$ cat src/rtl/line_window_3x3_if.sv
// -----------------------------------------------------------------------------
// line_window_3x3_if
// Pixel-stream in / 3x3 window out bundle for the neighbourhood generator.
//   sof, pix_valid, pix_in : raster-order pixel stream (driven by master)
//   win_valid, win         : registered 3x3 window, k = 3*r + c at [k*N +: N]
//   win_last               : marks the final window of a frame
//   ovf                    : sticky overflow (pixels past W*H without a sof)
// master = pixel source / window consumer, slave = line_window_3x3.
// -----------------------------------------------------------------------------
interface line_window_3x3_if #(
  parameter int N = 8
);
  logic           sof;
  logic           pix_valid;
  logic [N-1:0]   pix_in;
  logic           win_valid;
  logic [9*N-1:0] win;
  logic           win_last;
  logic           ovf;

  modport master (
    output sof, pix_valid, pix_in,
    input  win_valid, win, win_last, ovf
  );

  modport slave (
    input  sof, pix_valid, pix_in,
    output win_valid, win, win_last, ovf
  );
endinterface

$ cat src/rtl/line_window_3x3.sv
// -----------------------------------------------------------------------------
// line_window_3x3
// Buffers the two previous lines of a raster pixel stream and emits a
// registered 3x3 window for every interior pixel position, one cycle after
// the pixel that completes the window is accepted.
//   clk : system clock, rising edge
//   rst : synchronous reset, active-high
//   bus : line_window_3x3_if.slave (stream in, window out)
// Parameters: N pixel width, W pixels per line, H lines per frame (W,H >= 3).
// -----------------------------------------------------------------------------
module line_window_3x3 #(
  parameter int N = 8,
  parameter int W = 64,
  parameter int H = 48
) (
  input  logic               clk,
  input  logic               rst,
  line_window_3x3_if.slave   bus
);
  localparam int CW = $clog2(W);
  localparam int RW = $clog2(H);

  logic [CW-1:0] col, cur_col;
  logic [RW-1:0] row, cur_row;
  logic          frame_active;
  logic          frame_done;   // a frame completed since the last sof/reset
  logic          ovf_q;
  logic          win_valid_q, win_last_q;
  logic [N-1:0]  win_q [9];

  logic [N-1:0]  linebuf0 [W]; // previous line
  logic [N-1:0]  linebuf1 [W]; // line before that

  logic          take;
  logic          col_end, row_end, last_pix, emit;
  logic [N-1:0]  lb0_rd, lb1_rd;

  // A sof pixel is always position (0,0), whatever col/row held before.
  // NOTE: every signal driven here gets a value on every path, so no latch.
  always_comb begin
    take     = bus.pix_valid && (bus.sof || frame_active);
    cur_col  = bus.sof ? '0 : col;
    cur_row  = bus.sof ? '0 : row;
    col_end  = (cur_col == CW'(W - 1));
    row_end  = (cur_row == RW'(H - 1));
    last_pix = col_end && row_end;
    // col < 2 keeps the previous line's right edge out of the window.
    emit     = (cur_row >= RW'(2)) && (cur_col >= CW'(2));
    // Read before the same-address write below takes effect.
    lb0_rd   = linebuf0[cur_col];
    lb1_rd   = linebuf1[cur_col];
  end

  // NOTE: non-blocking assignments so every register samples pre-edge values.
  always_ff @(posedge clk) begin
    if (rst) begin
      col          <= '0;
      row          <= '0;
      frame_active <= 1'b0;
      frame_done   <= 1'b0;
      ovf_q        <= 1'b0;
      win_valid_q  <= 1'b0;
      win_last_q   <= 1'b0;
      for (int k = 0; k < 9; k++) win_q[k] <= '0;
    end else begin
      win_valid_q <= 1'b0;
      win_last_q  <= 1'b0;
      if (take) begin
        if (bus.sof) begin
          frame_active <= 1'b1;
          frame_done   <= 1'b0;
          ovf_q        <= 1'b0;
        end
        // Shift left one column; the new right column is oldest..newest line.
        for (int r = 0; r < 3; r++) begin
          win_q[3*r]     <= win_q[3*r + 1];
          win_q[3*r + 1] <= win_q[3*r + 2];
        end
        win_q[2] <= lb1_rd;
        win_q[5] <= lb0_rd;
        win_q[8] <= bus.pix_in;

        win_valid_q <= emit;
        win_last_q  <= emit && last_pix;

        if (last_pix) begin
          col          <= '0;
          row          <= '0;
          frame_active <= 1'b0;
          frame_done   <= 1'b1;
        end else if (col_end) begin
          col <= '0;
          row <= cur_row + 1'b1;
        end else begin
          col <= cur_col + 1'b1;
          row <= cur_row;
        end
      end else if (bus.pix_valid && frame_done) begin
        ovf_q <= 1'b1;
      end
    end
  end

  // NOTE: line buffers hold only pixel data overwritten before use, so they
  // carry no reset and can map onto plain RAM.
  always_ff @(posedge clk) begin
    if (take && !rst) begin
      linebuf1[cur_col] <= lb0_rd;
      linebuf0[cur_col] <= bus.pix_in;
    end
  end

  always_comb begin
    bus.win = '0;
    for (int k = 0; k < 9; k++) bus.win[k*N +: N] = win_q[k];
  end

  assign bus.win_valid = win_valid_q;
  assign bus.win_last  = win_last_q;
  assign bus.ovf       = ovf_q;
endmodule

$ cat src/flat_wrapper.sv
// flat-port wrapper written by rule: the top's interface ports become plain ports
module line_window_3x3_flat 
#(
  parameter int N = 8,
  parameter int W = 64,
  parameter int H = 48
)
  (clk, rst, bus_sof, bus_pix_valid, bus_pix_in, bus_win_valid, bus_win, bus_win_last, bus_ovf);
  line_window_3x3_if #(.N(N)) bus_i ();
  input  logic clk;
  input  logic rst;
  input wire logic [$bits(bus_i.sof)-1:0] bus_sof;
  input wire logic [$bits(bus_i.pix_valid)-1:0] bus_pix_valid;
  input wire logic [$bits(bus_i.pix_in)-1:0] bus_pix_in;
  output wire logic [$bits(bus_i.win_valid)-1:0] bus_win_valid;
  output wire logic [$bits(bus_i.win)-1:0] bus_win;
  output wire logic [$bits(bus_i.win_last)-1:0] bus_win_last;
  output wire logic [$bits(bus_i.ovf)-1:0] bus_ovf;
  assign bus_i.sof = bus_sof;
  assign bus_i.pix_valid = bus_pix_valid;
  assign bus_i.pix_in = bus_pix_in;
  assign bus_win_valid = bus_i.win_valid;
  assign bus_win = bus_i.win;
  assign bus_win_last = bus_i.win_last;
  assign bus_ovf = bus_i.ovf;
  line_window_3x3 #(.N(N), .W(W), .H(H)) u_core (.clk(clk), .rst(rst), .bus(bus_i));
endmodule
$ cat config.mk
export PLATFORM = sky130hd
export DESIGN_NAME = line_window_3x3_flat
export DESIGN_NICKNAME = d
export VERILOG_FILES = /design/src/rtl/line_window_3x3_if.sv /design/src/rtl/line_window_3x3.sv /design/src/flat_wrapper.sv
export SDC_FILE = /design/constraint.sdc
export NUM_CORES = 1
export LEC_CHECK = 0
export CORE_ASPECT_RATIO = 1.4
export CORE_MARGIN = 2
export CORE_UTILIZATION = 56
export DETAILED_ROUTE_END_ITERATION = 7
export PLACE_DENSITY = 0.77
export SKIP_CTS_REPAIR_TIMING = 1
export SYNTH_ARGS = -nofsm -noshare
export SYNTH_HDL_FRONTEND = slang
export SYNTH_SLANG_ARGS = --single-unit
$ cat constraint.sdc
create_clock -name clk -period 3.7 [get_ports clk]
set_input_delay 0.37 -clock clk [delete_from_list [all_inputs] [get_ports clk]]
set_output_delay 0.37 -clock clk [all_outputs]
set_load 0.02 [all_outputs]
==> out/metrics.cfg <==
[final_layout]
final_cell_mix=1,096 x edfxtp_1, 279 x buf_4, 230 x mux2i_1
syn_to_final_growth_pct=17.9
drive_above_1_share_pct=20.0
fin_util_pct=66.7
nets=2964
final_common_cell=edfxtp_1
postLayoutCellArea_um2=51900

[synth]
ys.flop_type=edfxtp_1
synthMuxAreaShare_pct=7.51
ys_top_cells_by_area=edfxtp_1 75%, mux2i_1 5.2%, a22oi_1 1.2%
syn-num-nets=2615
ys_seq_elements=1113
yosys.area.top_type=edfxtp_1
synthCells=2600
synth-simple-area-share_pct=5.06
syn_area_um2=44000
syn_area_per_cell_um2=16.9
synth_edf_count=1096
yosysTopAreaCellShare_pct=74.8
synthXorXnorAreaFrac_pct=0.0398
ys_seq_area_share_pct=75.6
synth_compound_area_share_pct=9.52
ys_types=84
synthAdderAreaFrac_pct=0.0853
synth_top_family_by_area=compound AO/OA/AOI/OAI gates
synth-warning-count=0
async_reset_ff_share_pct=0

[setup_path]
slowest_delay_ns=0.77
worstSetupPathType=register to register
cp-end-kind=register
cp_num_buf_inv=4
cp-startpoint=u_core.col[0]$_SDFFE_PP0P_
crit_chain=buf_12 -> buf_4 -> nor2b_1 -> buf_4 -> a22o_1 -> a32oi_1 -> a31oi_1 -> a21oi_1 -> nand3_2 -> buf_12
crit_arrival_ns=4.31
critical-path-top-delay-family=compound AO/OA/AOI/OAI gates
r2r_start=u_core.col[0]$_SDFFE_PP0P_
path_max_fanout=32
startpoint_type=register
critPathRequiredTime_ns=4.19
cp_slowest_cell=a31oi_1

[placement]
place_area_um2=48500
portBuffers=86
gp_congestion=1.02
dp_hpwl_mm=95.3

[routing]
num_vias=27900
via_per_inst=6.85
drc=0
dr.pass1.iters=6
wirelength_mm=145
drt_iter0_drc=4435
ant_nets=0
route.detailed.wl_per_inst_um=35.7

[floorplan]
die_h_um=336
core_um2=77800
dieArea_um2=80900
rows=121
start_util_pct=56.5
boundaryPins=87
die_x_um=241

[hold_path]
hold_start=bus_pix_in[0]
hold_path_class=input pin to register

[status]
status=complete, but fails checks
violations=negative setup slack

[timing]
finClkSkew_ns=0.0266
min_period_over_period_pct=103
final-hold-violation-count=0
setup_viol=65
max_freq_ghz=0.262
period_needed_ns=3.82
slew_headroom_pct=5.17
rsz0062_at_grt=no
worst_pin_slew_ns=1.42
setup_slack_ns=-0.117
maxSlewViolCount=0

[global_route]
gr-total-overflow=0
grt_use_total_pct=36.2
grt_pass1_wl_mm=202
antenna_found_initial=7
grt_pass1_vias=27200
grt_max_degree=74

[power_and_ir_drop]
p_per_area_nw_per_um2=505
leakage_nw=16.9
ir_drop_mv=0.380
p_total_mw=26.2

[cts]
cts_made_buffers=98
path_clk_slew_ns=0.07
clock_path_buffers=3
cts_sinks=1113
h-tree-depth=3
cts-root-buf=clkbuf_16
clk-insertion-delay-late_ns=0.68
cts_tree=done

[flow_run]
cap_viol_max_count=0

## synthesized netlist by cell type, types with 14 or more instances
| cell | count |
|---|---|
| edfxtp_1 | 1096 |
| mux2i_1 | 230 |
| nor2_1 | 127 |
| o21ai_0 | 82 |
| nand2_1 | 78 |
| o22ai_1 | 76 |
| a22oi_1 | 71 |
| and2_1 | 69 |
| a21oi_1 | 68 |
| buf_2 | 63 |
| clkbuf_1 | 59 |
| mux2_2 | 45 |
| a22o_1 | 33 |
| a221oi_1 | 30 |
| a211oi_1 | 29 |
| buf_4 | 25 |
| mux4_2 | 22 |
| o2bb2ai_1 | 22 |
| nand3_1 | 19 |
| nor2b_1 | 18 |
| dfxtp_1 | 17 |
| o221ai_1 | 17 |
| a31oi_1 | 16 |
| nand3b_1 | 16 |
| nor3_1 | 16 |
| buf_6 | 14 |
## routing by layer
layer | track usage, % | share of wire, % | vias to the layer above | wire [µm]
met5 | 0 | 0.016 | - | 23
met4 | 25.5 | 8.5 | 4 | 12400
met3 | 8.25 | 11 | 503 | 16700
met2 | 55.3 | 46 | 2167 | 66200
met1 | 45.9 | 34 | 14000 | 50000
li1 | - | - | 11200 | -
## state kept, by name, summed over array words and instances, names as in the netlist, 6 cells and up
name             count
u_core.row           6
u_core.linebuf0    512
u_core.col           6
u_core.linebuf1    512
u_core.win_q        72
## power by group
part	total [mW]	switching [mW]	internal [mW]
Combinational	1.50	0.992	0.508
Sequential	14.0	0.0457	14.0
Clock	10.7	4.46	6.22
## per-stage QoR
step / hold WS [ns] / worst slack [ns] / setup TNS [ns] / cells
after floorplan: 0.442 / 0.103 / 0 / 2600
after detailed placement: 0.497 / 0.0659 / 0 / 3894
after global routing: 0.135 / 0.0386 / 0 / 4071
after global placement: 0.476 / 0.0504 / 0 / 3894
final: 0.148 / -0.117 / -6.02 / 4073
after CTS: 0.134 / 0.0418 / 0 / 4071
## cell families (layout without fill, tap and decap cells)
family	Yosys count	count (layout)
other cells	0	2
xor+xnor	2	2
flops	1113	1113
simple gates	421	421
compound gates	580	580
buf+inv	184	610
mux	297	297
fa+ha+maj	3	3
## final timing paths
kind | to | slack, ns | cells past startpoint
setup / recovery | u_core.linebuf1[13][2]$_DFFE_PP_ | -0.12 | 10
hold / removal | u_core.linebuf0[19][0]$_DFFE_PP_ | 0.15 | 1
hold reg to reg | u_core.row[5]$_SDFFE_PP0P_ | 0.50 | 2
setup reg to reg | u_core.linebuf1[13][2]$_DFFE_PP_ | -0.12 | 10
## area by class of cell
class | instances | area (µm²)
antenna | 2 | 5.00
timing repair buffer | 420 | 4030
multi-input combinational | 1303 | 9870
inverter | 13 | 48.8
tap | 1045 | 1310
clock inverter | 60 | 696
sequential | 1113 | 33300
clock buffer | 117 | 2660
fill | 5146 | 25900
(Power assumes the default switching activity.)
==> edit (config.mk and constraints unchanged) <==
`W` is set to 64 in 2 places; all go to 32.
--- a/src/rtl/line_window_3x3.sv
+++ b/src/rtl/line_window_3x3.sv
@@ -12,3 +12,3 @@
   parameter int N = 8,
-  parameter int W = 64,
+  parameter int W = 32,
   parameter int H = 48
--- a/src/flat_wrapper.sv
+++ b/src/flat_wrapper.sv
@@ -4,3 +4,3 @@
   parameter int N = 8,
-  parameter int W = 64,
+  parameter int W = 32,
   parameter int H = 48
Behaviour: same outputs for any inputs over 4 cycles, from zero or initial values and one cycle with rst high; that may be too few to reach the edited logic, so the function may still have changed.
==> edit against the unedited design <==
Wire length decreased by 54%; total power decreased by 46%; final area decreased by 46%; combinational power decreased by 41%; cell count decreased by 45%; global-route usage decreased by 6.4 points; synthesized area decreased by 45%; sequential cell count decreased by 513; worst setup slack improved by 0.56 ns; critical endpoint is now u_core.win_q[0][19]; largest power group unchanged; highest routed layer unchanged.
==> edit: results (changes against the unedited design) <==
<table>
<tr><th>Metric</th><th>Value</th></tr>
<tr><th colspan="2">Critical path</th></tr>
<tr><td>Slowest stage cell, crit path</td><td>sky130_fd_sc_hd__dfxtp_4 (was sky130_fd_sc_hd__a31oi_1)</td></tr>
<tr><td>CP max FO</td><td>26 (was 32)</td></tr>
<tr><td>CP arrival</td><td>3.55 ns (was 4.31 ns)</td></tr>
<tr><th colspan="2">Global routing</th></tr>
<tr><td>Maximum number of pins on one net before global-route repair</td><td>67 (was 74)</td></tr>
<tr><td>Routing usage on met2</td><td>47.7% (was 55.3%)</td></tr>
<tr><td>M3 GR Usage</td><td>5.68% (was 8.25%)</td></tr>
<tr><td>Wire length of the first global-routing pass</td><td>96,900 microns (was 202,000 microns)</td></tr>
<tr><td>Via count of the first global-routing pass</td><td>15.1k (was 27.2k)</td></tr>
<tr><td>All-Layer GR Usage</td><td>29.8% (was 36.2%)</td></tr>
<tr><td>Initial antenna violation count</td><td>1 (was 7)</td></tr>
<tr><th colspan="2">Logic synthesis</th></tr>
<tr><td>Sequential area share after synthesis</td><td>74.2% (was 75.6%)</td></tr>
<tr><td>Unique masters post-synth</td><td>72 (was 84)</td></tr>
<tr><td>Synthesized netlist net count</td><td>1,517 (was 2,615)</td></tr>
<tr><td>Post-synth EDFFs</td><td>584 (was 1,096)</td></tr>
<tr><th colspan="2">Detailed routing</th></tr>
<tr><td>Vias/cell</td><td>6.84 (was 6.85)</td></tr>
<tr><th colspan="2">Power</th></tr>
<tr><td>Psw</td><td>3000 uW (was 5500 uW)</td></tr>
<tr><td>Proportion of power drawn by the clock network</td><td>40.5% (was 40.7%)</td></tr>
<tr><td>Maximum resistive drop on vdd</td><td>0.384 mV (was 0.380 mV)</td></tr>
<tr><th colspan="2">Finish</th></tr>
<tr><td>Final nets</td><td>1,668 (was 2,964)</td></tr>
<tr><td>Number of antenna diodes</td><td>0 (was 2)</td></tr>
<tr><td>Share of final-layout standard cells stronger than drive strength 1</td><td>15.0% (was 20.0%)</td></tr>
<tr><th colspan="2">Placement</th></tr>
<tr><td>Half-perimeter wire length after detailed placement</td><td>41,400 microns (was 95,300 microns)</td></tr>
<tr><td>Final estimated routing congestion in global placement</td><td>0.942 (was 1.02)</td></tr>
<tr><th colspan="2">Clocking</th></tr>
<tr><td>Clk_lat worst skew</td><td>0.59 ns (was 0.68 ns)</td></tr>
<tr><td>Number of clock buffers inserted by TritonCTS</td><td>53 (was 98)</td></tr>
<tr><td>Number of H-tree branching levels</td><td>2 (was 3)</td></tr>
<tr><th colspan="2">STA</th></tr>
<tr><td>Summed negative setup slack over all endpoints</td><td>0 ns (was -6.02 ns)</td></tr>
<tr><th colspan="2">Status</th></tr>
<tr><td>Outcome</td><td>finished, final reports clean (was complete, but fails checks)</td></tr>
</table>
-- edit: critical path, delay by kind of cell (launching register included) --
family | cells | cell delay (ns)
AOI/OAI and AO/OA | 4 | 1.19
buffers and inverters | 2 | 0.80
DFF | 1 | 0.56
muxes | 1 | 0.38
-- edit: metrics by stage --
stage	instances	total power (uW)	util (%)	setup WS [ns]	hold WS [ns]
final	2241	14200	65.6	0.445	0.361
after global routing	2241	14600	65.6	0.364	0.380
after CTS	2241	14300	65.6	0.512	0.322
after detailed placement	2144	8610	61.3	0.517	0.464
after global placement	2144	8580	61.3	0.568	0.449
after floorplan	1502	8230	-	0.877	0.439
-- edit: path summary, 6_finish.rpt --
kind | start | end | slack (ns) | cells after the start
hold reg to reg | u_core.bus.ovf | u_core.bus.ovf | 0.48 | 1
setup reg to reg | u_core.col[0] | u_core.win_q[0][19] | 0.44 | 7
hold / removal | bus_sof | u_core.frame_active | 0.36 | 4
setup / recovery | u_core.col[0] | u_core.win_q[0][19] | 0.44 | 7
-- edit: logic make-up after synthesis --
logic type | count (synthesis) | synth area share [%]
flip-flops | 600 | 74.2
AND/OR/NAND/NOR | 337 | 7.34
AO/OA/AOI/OAI | 324 | 9.90
buffers and inverters | 119 | 2.69
multiplexers | 118 | 5.71
adder cells (fa/ha/maj) | 3 | 0.156
XOR/XNOR | 1 | 0.0364
-- edit: cell type report --
| cell class | count | area (sq um) |
|---|---|---|
| flip-flops and latches | 600 | 17900 |
| fillers | 2781 | 14600 |
| multi-input cells | 783 | 5580 |
| repair buffers | 200 | 1750 |
| clock buffers | 64 | 1400 |
| well taps | 546 | 683 |
| clock inverters | 33 | 429 |
| inverters | 15 | 60.1 |
-- edit: per-layer routing --
metal	part of all wire, %	routed length, microns
met5	0.027	18
met4	7.8	5130
met3	11	7080
met1	33	21900
met2	48	32000
